## src/rtl/alu_issue_if.sv

```systemverilog
// alu_issue_if: request/response and ALU-side bundle for alu_issue.
//   req_*   : valid/ready operation request (com, a, b, tag, fwd_a)
//   resp_*  : valid/ready result (data, tag, err)
//   alu_*   : operands to / result from the combinational ALU
//   slave modport is the alu_issue side; master is the issuer/ALU side.
// Parameter TAG_W: width of the request/response tag.
`ifndef WORD
`define WORD 31:0
`endif
`ifndef ALU_OPCODE
`define ALU_OPCODE 3:0
`endif

interface alu_issue_if #(
  parameter int TAG_W = 4
);
  logic              req_valid;
  logic              req_ready;
  logic [`ALU_OPCODE] req_com;
  logic [`WORD]      req_a;
  logic [`WORD]      req_b;
  logic [TAG_W-1:0]  req_tag;
  logic              req_fwd_a;
  logic [`ALU_OPCODE] alu_com;
  logic [`WORD]      alu_in0;
  logic [`WORD]      alu_in1;
  logic [`WORD]      alu_out;
  logic              resp_valid;
  logic              resp_ready;
  logic [`WORD]      resp_data;
  logic [TAG_W-1:0]  resp_tag;
  logic              resp_err;

  modport slave (
    input  req_valid, req_com, req_a, req_b, req_tag, req_fwd_a, alu_out, resp_ready,
    output req_ready, alu_com, alu_in0, alu_in1, resp_valid, resp_data, resp_tag, resp_err
  );

  modport master (
    output req_valid, req_com, req_a, req_b, req_tag, req_fwd_a, alu_out, resp_ready,
    input  req_ready, alu_com, alu_in0, alu_in1, resp_valid, resp_data, resp_tag, resp_err
  );
endinterface

```

## src/rtl/alu_issue.sv

```systemverilog
// alu_issue: sequential front end for the combinational ALU.
//   Accepts one op per valid/ready request, drives the ALU from registered
//   operands, captures the result one cycle later and returns it with its tag
//   over a valid/ready response. Counts handed-off results (wrapping).
// Ports:
//   i_clk       clock, rising edge
//   i_rst       synchronous reset, active-high
//   io_bus      alu_issue_if.slave (req_*, resp_*, alu_*)
//   o_op_count  completed-operation counter, CNT_W bits, wraps to 0
// Optional feature: define ALU_FWD_EN to let req_fwd_a select the last result
//   as operand A.
//
// state | meaning
// IDLE  | no op in flight, ready for a request
// EXEC  | operands on alu_*, result captured at end of this cycle
// DONE  | response valid, waiting for resp_ready
`ifndef WORD
`define WORD 31:0
`endif
`ifndef ALU_OPCODE
`define ALU_OPCODE 3:0
`endif

module alu_issue #(
  parameter int TAG_W = 4,
  parameter int CNT_W = 16
) (
  input  logic             i_clk,
  input  logic             i_rst,
  alu_issue_if.slave       io_bus,
  output logic [CNT_W-1:0] o_op_count
);

  localparam logic [`ALU_OPCODE] OP_THA = 'd0;
  localparam logic [`ALU_OPCODE] OP_THB = 'd1;
  localparam logic [`ALU_OPCODE] OP_ADD = 'd2;
  localparam logic [`ALU_OPCODE] OP_SUB = 'd3;
  localparam logic [`ALU_OPCODE] OP_MUL = 'd4;
  localparam logic [`ALU_OPCODE] OP_AND = 'd5;
  localparam logic [`ALU_OPCODE] OP_ORR = 'd6;
  localparam logic [`ALU_OPCODE] OP_XOR = 'd7;

  typedef enum logic [1:0] {S_IDLE, S_EXEC, S_DONE} state_t;

  state_t             r_state;
  state_t             w_state_nxt;
  logic [`ALU_OPCODE] r_com;
  logic [`WORD]       r_in0;
  logic [`WORD]       r_in1;
  logic [TAG_W-1:0]   r_tag;
  logic [`WORD]       r_resp_data;
  logic [TAG_W-1:0]   r_resp_tag;
  logic               r_resp_err;
  logic               r_resp_valid;
  logic [CNT_W-1:0]   r_op_count;
  logic               w_req_ready;
  logic               w_handoff;
  logic               w_accept;
  logic               w_op_ok;
  logic [`WORD]       w_op_a;
  logic [`WORD]       w_result;

  always_comb begin
    w_state_nxt = r_state;
    w_req_ready = 1'b0;
    w_handoff   = 1'b0;
    case (r_state)
      S_IDLE: begin
        w_req_ready = 1'b1;
        if (io_bus.req_valid) w_state_nxt = S_EXEC;
      end
      S_EXEC: w_state_nxt = S_DONE;
      S_DONE: begin
        if (io_bus.resp_ready) begin
          w_handoff   = 1'b1;
          w_req_ready = 1'b1;
          w_state_nxt = io_bus.req_valid ? S_EXEC : S_IDLE;
        end
      end
      default: w_state_nxt = S_IDLE;
    endcase
    // Nothing may be accepted while reset is applied.
    if (i_rst) w_req_ready = 1'b0;
  end

  assign w_accept = io_bus.req_valid & w_req_ready;

  always_comb begin
    w_op_ok = 1'b0;
    case (r_com)
      OP_THA, OP_THB, OP_ADD, OP_SUB,
      OP_MUL, OP_AND, OP_ORR, OP_XOR: w_op_ok = 1'b1;
      default:                        w_op_ok = 1'b0;
    endcase
  end

  // Unknown opcodes return zero regardless of what the ALU produces.
  assign w_result = w_op_ok ? io_bus.alu_out : '0;

`ifdef ALU_FWD_EN
  logic [`WORD] r_last;

  always_ff @(posedge i_clk) begin
    if (i_rst)                  r_last <= '0;
    else if (r_state == S_EXEC) r_last <= w_result;
  end

  // r_last is already updated when DONE accepts, so a pending result forwards.
  assign w_op_a = io_bus.req_fwd_a ? r_last : io_bus.req_a;
`else
  logic w_unused_fwd;
  assign w_unused_fwd = io_bus.req_fwd_a;
  assign w_op_a       = io_bus.req_a;
`endif

  always_ff @(posedge i_clk) begin
    if (i_rst) begin
      r_state      <= S_IDLE;
      r_com        <= '0;
      r_in0        <= '0;
      r_in1        <= '0;
      r_tag        <= '0;
      r_resp_data  <= '0;
      r_resp_tag   <= '0;
      r_resp_err   <= 1'b0;
      r_resp_valid <= 1'b0;
      r_op_count   <= '0;
    end else begin
      r_state <= w_state_nxt;
      if (w_accept) begin
        r_com <= io_bus.req_com;
        r_in0 <= w_op_a;
        r_in1 <= io_bus.req_b;
        r_tag <= io_bus.req_tag;
      end
      if (r_state == S_EXEC) begin
        r_resp_data  <= w_result;
        r_resp_err   <= ~w_op_ok;
        r_resp_tag   <= r_tag;
        r_resp_valid <= 1'b1;
      end
      if (w_handoff) begin
        r_op_count   <= r_op_count + CNT_W'(1);
        r_resp_valid <= 1'b0;
      end
    end
  end

  assign io_bus.req_ready  = w_req_ready;
  assign io_bus.alu_com    = r_com;
  assign io_bus.alu_in0    = r_in0;
  assign io_bus.alu_in1    = r_in1;
  assign io_bus.resp_valid = r_resp_valid;
  assign io_bus.resp_data  = r_resp_data;
  assign io_bus.resp_tag   = r_resp_tag;
  assign io_bus.resp_err   = r_resp_err;
  assign o_op_count        = r_op_count;

endmodule

```

## src/flat_wrapper.sv

```systemverilog
// flat-port wrapper written by rule: the top's interface ports become plain ports
module alu_issue_flat 
#(
  parameter int TAG_W = 4,
  parameter int CNT_W = 16
)
  (i_clk, i_rst, o_op_count, io_bus_req_valid, io_bus_req_com, io_bus_req_a, io_bus_req_b, io_bus_req_tag, io_bus_req_fwd_a, io_bus_alu_out, io_bus_resp_ready, io_bus_req_ready, io_bus_alu_com, io_bus_alu_in0, io_bus_alu_in1, io_bus_resp_valid, io_bus_resp_data, io_bus_resp_tag, io_bus_resp_err);
  alu_issue_if #(.TAG_W(TAG_W)) io_bus_i ();
  input  logic i_clk;
  input  logic i_rst;
  output logic [CNT_W-1:0] o_op_count;
  input wire logic [$bits(io_bus_i.req_valid)-1:0] io_bus_req_valid;
  input wire logic [$bits(io_bus_i.req_com)-1:0] io_bus_req_com;
  input wire logic [$bits(io_bus_i.req_a)-1:0] io_bus_req_a;
  input wire logic [$bits(io_bus_i.req_b)-1:0] io_bus_req_b;
  input wire logic [$bits(io_bus_i.req_tag)-1:0] io_bus_req_tag;
  input wire logic [$bits(io_bus_i.req_fwd_a)-1:0] io_bus_req_fwd_a;
  input wire logic [$bits(io_bus_i.alu_out)-1:0] io_bus_alu_out;
  input wire logic [$bits(io_bus_i.resp_ready)-1:0] io_bus_resp_ready;
  output wire logic [$bits(io_bus_i.req_ready)-1:0] io_bus_req_ready;
  output wire logic [$bits(io_bus_i.alu_com)-1:0] io_bus_alu_com;
  output wire logic [$bits(io_bus_i.alu_in0)-1:0] io_bus_alu_in0;
  output wire logic [$bits(io_bus_i.alu_in1)-1:0] io_bus_alu_in1;
  output wire logic [$bits(io_bus_i.resp_valid)-1:0] io_bus_resp_valid;
  output wire logic [$bits(io_bus_i.resp_data)-1:0] io_bus_resp_data;
  output wire logic [$bits(io_bus_i.resp_tag)-1:0] io_bus_resp_tag;
  output wire logic [$bits(io_bus_i.resp_err)-1:0] io_bus_resp_err;
  assign io_bus_i.req_valid = io_bus_req_valid;
  assign io_bus_i.req_com = io_bus_req_com;
  assign io_bus_i.req_a = io_bus_req_a;
  assign io_bus_i.req_b = io_bus_req_b;
  assign io_bus_i.req_tag = io_bus_req_tag;
  assign io_bus_i.req_fwd_a = io_bus_req_fwd_a;
  assign io_bus_i.alu_out = io_bus_alu_out;
  assign io_bus_i.resp_ready = io_bus_resp_ready;
  assign io_bus_req_ready = io_bus_i.req_ready;
  assign io_bus_alu_com = io_bus_i.alu_com;
  assign io_bus_alu_in0 = io_bus_i.alu_in0;
  assign io_bus_alu_in1 = io_bus_i.alu_in1;
  assign io_bus_resp_valid = io_bus_i.resp_valid;
  assign io_bus_resp_data = io_bus_i.resp_data;
  assign io_bus_resp_tag = io_bus_i.resp_tag;
  assign io_bus_resp_err = io_bus_i.resp_err;
  alu_issue #(.TAG_W(TAG_W), .CNT_W(CNT_W)) u_core (.i_clk(i_clk), .i_rst(i_rst), .io_bus(io_bus_i), .o_op_count(o_op_count));
endmodule
```

## config.mk

```make
export PLATFORM = sky130hd
export DESIGN_NAME = alu_issue_flat
export DESIGN_NICKNAME = d
export VERILOG_FILES = /design/src/rtl/alu_issue_if.sv /design/src/rtl/alu_issue.sv /design/src/flat_wrapper.sv
export SDC_FILE = /design/constraint.sdc
export NUM_CORES = 1
export LEC_CHECK = 0
export BUFFER_PORTS_ARGS = -buffer_cell sky130_fd_sc_hd__buf_2
export CORE_ASPECT_RATIO = 1.2
export CORE_MARGIN = 5
export CORE_UTILIZATION = 46
export CTS_CLUSTER_DIAMETER = 30
export DETAILED_ROUTE_END_ITERATION = 10
export GPL_TIMING_DRIVEN = 1
export PLACE_DENSITY = 0.8
export SLEW_MARGIN = 30
export SYNTH_ARGS = -nofsm -noshare
export SYNTH_HDL_FRONTEND = slang
export SYNTH_SLANG_ARGS = --single-unit
```

## constraint.sdc

```tcl
create_clock -name i_clk -period 1.9 [get_ports i_clk]
set_input_delay 0.38 -clock i_clk [delete_from_list [all_inputs] [get_ports i_clk]]
set_output_delay 0.38 -clock i_clk [all_outputs]
set_load 0.05 [all_outputs]
```

==> results of run 1 <==
==> path summary, 6_finish.rpt <==
kind	slack, ps	from	endpoint	cells past startpoint
setup reg to reg	140	u_core.o_op_count[0]	u_core.o_op_count[14]	5
hold reg to reg	440	u_core.io_bus.resp_data[5]	u_core.io_bus.resp_data[5]	2
setup / recovery	140	u_core.o_op_count[0]	u_core.o_op_count[14]	5
hold / removal	200	io_bus_req_b[8]	u_core.io_bus.alu_in1[8]	3
==> power by group <==
group          switching [W]  leakage [nW]  internal, W
registers          0.0000582          1.04      0.00280
clock network        0.00122         0.266      0.00185
logic               0.000656          2.13     0.000298
==> layer usage <==
layer  share of wire  wire (µm)
met4           0.022        270
met5               0          0
met2            0.49       6010
met3            0.11       1370
met1            0.38       4730
==> stage by stage <==
stage | area [µm²] | instances | utilization
6_report | 6580 | 853 | 0.651
5_1_grt | 6580 | 853 | 0.651
4_1_cts | 6580 | 853 | 0.651
3_5_place_dp | 6010 | 821 | 0.594
3_3_place_gp | 6010 | 821 | 0.594
2_1_floorplan | 4790 | 491 | -
==> state kept, by name, summed over array words and instances (netlist names) <==
| register | count |
|---|---|
| u_core.io_bus.alu_in0 | 32 |
| u_core.io_bus.alu_in1 | 32 |
| u_core.io_bus.resp_data | 32 |
| u_core.o_op_count | 16 |
| u_core.io_bus.alu_com | 4 |
| u_core.io_bus.resp_tag | 4 |
| u_core.r_tag | 4 |
| u_core.r_state | 2 |
| u_core.io_bus.resp_err | 1 |
| u_core.io_bus.resp_valid | 1 |
==> final cells by class <==
| type | count | area share |
|---|---|---|
| multi-input cells | 327 | 0.310 |
| clock buffers | 18 | 0.0667 |
| well taps | 126 | 0.0240 |
| inverters | 2 | 0.00114 |
| repair buffers | 238 | 0.188 |
| clock inverters | 14 | 0.0203 |
| flip-flops and latches | 128 | 0.390 |
==> cell usage in the layout, fill, tap and decap left out, types with 2 or more instances in the layout <==
cell          n
buf_2       229
dfxtp_1     126
nor2_1       86
mux2i_1      72
nand2_1      48
a21oi_1      42
nand3b_1     32
clkbuf_16    17
buf_4         7
xnor2_1       6
nand4_1       5
xor2_1        5
clkinvlp_4    5
nand3_1       4
o21ai_0       4
inv_6         4
or3_1         3
and4_1        3
clkinv_4      3
nor2b_1       2
nor4_1        2
inv_1         2
nor3_1        2
buf_12        2
dfxtp_2       2
==> cell families after synthesis <==
family | after synthesis
buf+inv | 36
flops | 128
xor+xnor | 11
compound gates | 46
simple gates | 196
fa+ha+maj | 1
mux | 73
==> worst max-delay path: stages, from the launching register on <==
cell and delay, ps:
dfxtp_2 380, ha_1 180, nand3_1 120, or4_4 560, or3_1 320, a21oi_1 130
==> flow_summary.toml, run 1 <==
[run_status]
status = "complete, no violations"

[sta]
fin_skew_ps = 9.57
hold_viol_final = 0
finalSetupViolCount = 0
max_freq_ghz = 0.568
fin_ws_ps = 140
finalSetupTns_ps = 0
hold_ws_ps = 200
grt_setup_unrepaired = "false"
final_max_slew_viol_count = 0
timing.final.crit_share = 0.926
period_needed_ps = 1760
tightestPinTransition_ps = 565
relSlewSlack = 0.624

[yosys]
yosysTopAreaCell = "dfxtp_1"
synth_simple_gate_area_frac = 0.200
netlist-cell-type-count = 32
synth_top_family_by_area = "simple AND/OR/NAND/NOR gates"
synthMuxAreaShare = 0.153
synthTopCellsByCount = "dfxtp_1 (128), nor2_1 (86), mux2i_1 (72), nand2_1 (48), a21oi_1 (42)"
ys.flop_type = "dfxtp_1"
ys_ff_latch = 128
ys_seq_area_frac = 0.536
synthArstFlopShare = 0
synth_compound_area_frac = 0.0481
yosys_warnings = 0
netlist_instances = 491
synth_fa_ha_area_frac = 0.00262
synth_nets = 601
synth_edf_count = 0
avgSynthCellArea_um2 = 9.74
syn_area_um2 = 4780
synth_xor_area_frac = 0.0201
synth.most_common_cell = "dfxtp_1"
synth_area_leaders = "dfxtp_1 (54%), mux2i_1 (15%), nor2_1 (6.7%)"
synth_top_area_frac = 0.536

[worst_setup_path]
critPathMaxFanout = 6
worstPathRequired_ps = 2230
crit_path_end_kind = "flip-flop"
worstSetupPathType = "flip-flop to flip-flop"
crit_path_start_kind = "flip-flop"
crit_arrival_ps = 2090

[global_routing]
grt.met3_usage = 0.0836
track_usage = 0.197
grt.overflow.total = 0
grt_pass1_wl_mm = 19.5
antenna_found_initial = 0
busiest_layer = "met2"
use_met2 = 0.341
met1_usage = 0.206
grt_pass1_vias = 4260
grt_max_degree = 129

[detailed_routing]
drcViolationCount = 0
first_pass_iters = 4
drtIter0Drc = 130
ant_nets = 0
wl_mm = 12.4
wire_per_inst_um = 14.5
num_vias = 4235
vias_per_cell = 4.96

[floorplan]
coreArea_um2 = 10100
initial_utilization = 0.473
placementRows = 40
die_w_um = 103
chipHeight_um = 122
ios = 232
die-area_um2 = 12500

[cells_and_area]
drive_above_1_share = 0.382
fill_cells = 847
regArea_um2 = 2560
nNetsFinal = 824
multi_input_area_um2 = 2040
areaGrowthSynthToFinish_pct = 37.5
diodes = 0

[placed_design]
dpl_worst_slack_ps = 127
dp_hpwl_mm = 8.99
io_buffers = 230
gp_congestion = 0.768

[clock_network]
cts-resized-gates = 0
clkTransAtPathRegs_ps = 60
post_cts_buffers = 0
cts_htree_levels = 4
ctsHoldBuffers = 0
cts_tree = "yes"
numCtsBuffers = 17
cts_buffer_depth = 2
clk_latency_ps = 410
clkSinkCount = 128
root_buffer = "clkbuf_16"

[job]
cap_violations = 0

[hold_path]
hold_class = "input port to flip-flop"

[power_and_ir_drop]
p_leak_nw = 3.44
power.total_w = 0.00688
powerDensity_nw_per_um2 = 1050
vdd_drop_max_v = 0.000685
No activity file was read; power rests on OpenSTA's default activity.
==> run 2: changes to the inputs <==
--- a/config.mk
+++ b/config.mk
@@ -8,11 +8,12 @@
 export BUFFER_PORTS_ARGS = -buffer_cell sky130_fd_sc_hd__buf_2
 export CORE_ASPECT_RATIO = 1.2
 export CORE_MARGIN = 5
-export CORE_UTILIZATION = 46
+export CORE_UTILIZATION = 48
+export CTS_BUF_LIST = sky130_fd_sc_hd__clkbuf_4
 export CTS_CLUSTER_DIAMETER = 30
 export DETAILED_ROUTE_END_ITERATION = 10
 export GPL_TIMING_DRIVEN = 1
-export PLACE_DENSITY = 0.8
+export PLACE_DENSITY = 0.83
 export SLEW_MARGIN = 30
 export SYNTH_ARGS = -nofsm -noshare
 export SYNTH_HDL_FRONTEND = slang
==> run 2 against run 1 <==
Compared with the run above:
- global-route usage grew 0.78 points
- final area is 4.6% lower
- combinational power grew 0.5%
- via count is 0.45% higher
- first-iteration DRC count is 32% higher
- non-clock buffer count is the same
- maximum frequency rose by 1.1%
- setup slack improved by 20 ps
- sequential share of layout area up 1.9 points
- power shrank 19%
- critical endpoint unchanged
- highest routed layer unchanged
==> flow_summary.toml, run 2 (synthesis gave the netlist of run 1 again) <==
[floorplan]
die-area_um2 = 12100
chipHeight_um = 119
initial_utilization = 0.483
placementRows = 40
coreArea_um2 = 9910
ios = 232
die_w_um = 101

[global_routing]
grt_max_degree = 129
grt.overflow.total = 0
grt_pass1_vias = 4280
antenna_found_initial = 0
track_usage = 0.205
grt_pass1_wl_mm = 20.1

[job]
cap_violations = 0

[detailed_routing]
vias_per_cell = 4.99
wl_mm = 12.6
drcViolationCount = 0
ant_nets = 0
num_vias = 4254
drtIter0Drc = 171
first_pass_iters = 4
wire_per_inst_um = 14.8

[worst_setup_path]
critPathMaxFanout = 6
crit_arrival_ps = 2170
rrSetupSlack_ps = 160
crit_slowest_cell = "or4_4"
r2r_start = "u_core.o_op_count[0]"
worstSetupPathType = "flip-flop to flip-flop"
worstPathRequired_ps = 2330
crit_path_end_kind = "flip-flop"
critPathMaxStageDelay_ps = 550
crit_chain = "ha_1, nand3_1, or4_4, or3_1, a21oi_1"
startpoint = "u_core.o_op_count[0]"
crit_path_start_kind = "flip-flop"

[hold_path]
min_from = "io_bus_req_a[11]"
hold_class = "input port to flip-flop"

[cells_and_area]
stdcell_area_um2 = 6280
final_common_cell = "buf_2"
drive_above_1_share = 0.381
nNetsFinal = 824
layout_common_cells = "buf_2 (228), dfxtp_1 (125), nor2_1 (86), mux2i_1 (72), nand2_1 (48)"
areaGrowthSynthToFinish_pct = 31.2
diodes = 0
final_util = 0.633

[clock_network]
cts_tree = "yes"
clk_latency_ps = 490
clkTransAtPathRegs_ps = 100
cts_htree_levels = 4
post_cts_buffers = 0
root_buffer = "clkbuf_4"
cts_buffer_depth = 2
ctsHoldBuffers = 0
numCtsBuffers = 17
clkSinkCount = 128

[sta]
hold_viol_final = 0
finalSetupViolCount = 0
hold_ws_ps = 107
grt_setup_unrepaired = "false"
period_needed_ps = 1740
fin_skew_ps = 10.6
max_freq_ghz = 0.574
timing.final.crit_share = 0.916
final_max_slew_viol_count = 0
finalSetupTns_ps = 0
relSlewSlack = 0.621
tightestPinTransition_ps = 569

[placed_design]
gp_congestion = 0.776
io_buffers = 230
dp_hpwl_mm = 9.28
place_area_um2 = 6010

[run_status]
status = "complete, no violations"

[power_and_ir_drop]
p_leak_nw = 3.33
powerDensity_nw_per_um2 = 888
vdd_drop_max_v = 0.000592
[run 2: cell type report]
type	instances	area [µm²]
multi-input cells	327	2040
fillers	848	3630
well taps	126	158
repair buffers	238	1240
clock buffers	23	173
clock inverters	9	91.3
inverters	2	7.51
flip-flops and latches	128	2570
[run 2: layer usage]
metal | global-route usage | wire length, µm | part of all wire
met5 | 0 | 0 | 0
met4 | 0.0773 | 263 | 0.021
met3 | 0.0779 | 1230 | 0.097
met2 | 0.340 | 6150 | 0.49
met1 | 0.236 | 4960 | 0.39
[run 2: stage by stage]
stage                     power, W  std cells  worst slack, ps
final                      0.00557        853              159
after detailed placement   0.00388        821              106
after floorplan            0.00360        491            -72.5
after CTS                  0.00564        853             22.4
after global routing       0.00584        853             27.9
after global placement     0.00385        821              181
[run 2: path summary, 6_finish.rpt]
| check | end | cells past startpoint |
|---|---|---|
| worst max-delay path | u_core.o_op_count[14] | 5 |
| worst min-delay path | u_core.io_bus.alu_in0[11] | 3 |
| worst max register to register | u_core.o_op_count[14] | 5 |
| worst min register to register | u_core.io_bus.resp_data[3] | 2 |
[run 2: where the power goes]
group | total [W] | switching (W) | internal, W
logic | 0.000959 | 0.000659 | 0.000299
registers | 0.00286 | 0.0000602 | 0.00280
clock network | 0.00176 | 0.000907 | 0.000849
total | 0.00557 | 0.00163 | 0.00394
[run 2: what timing repair did]
item / 4_1_cts / 5_1_grt
cloned: 0 / 0
setup endpoints to repair: 1 / 1
gates resized for setup: 1 / 3
[run 2: worst max-delay path: cells and delay by family (launching register included)]
kind	cells	cell delay, ps
simple gates	3	980
flops	1	390
fa+ha+maj	1	170
compound gates	1	130
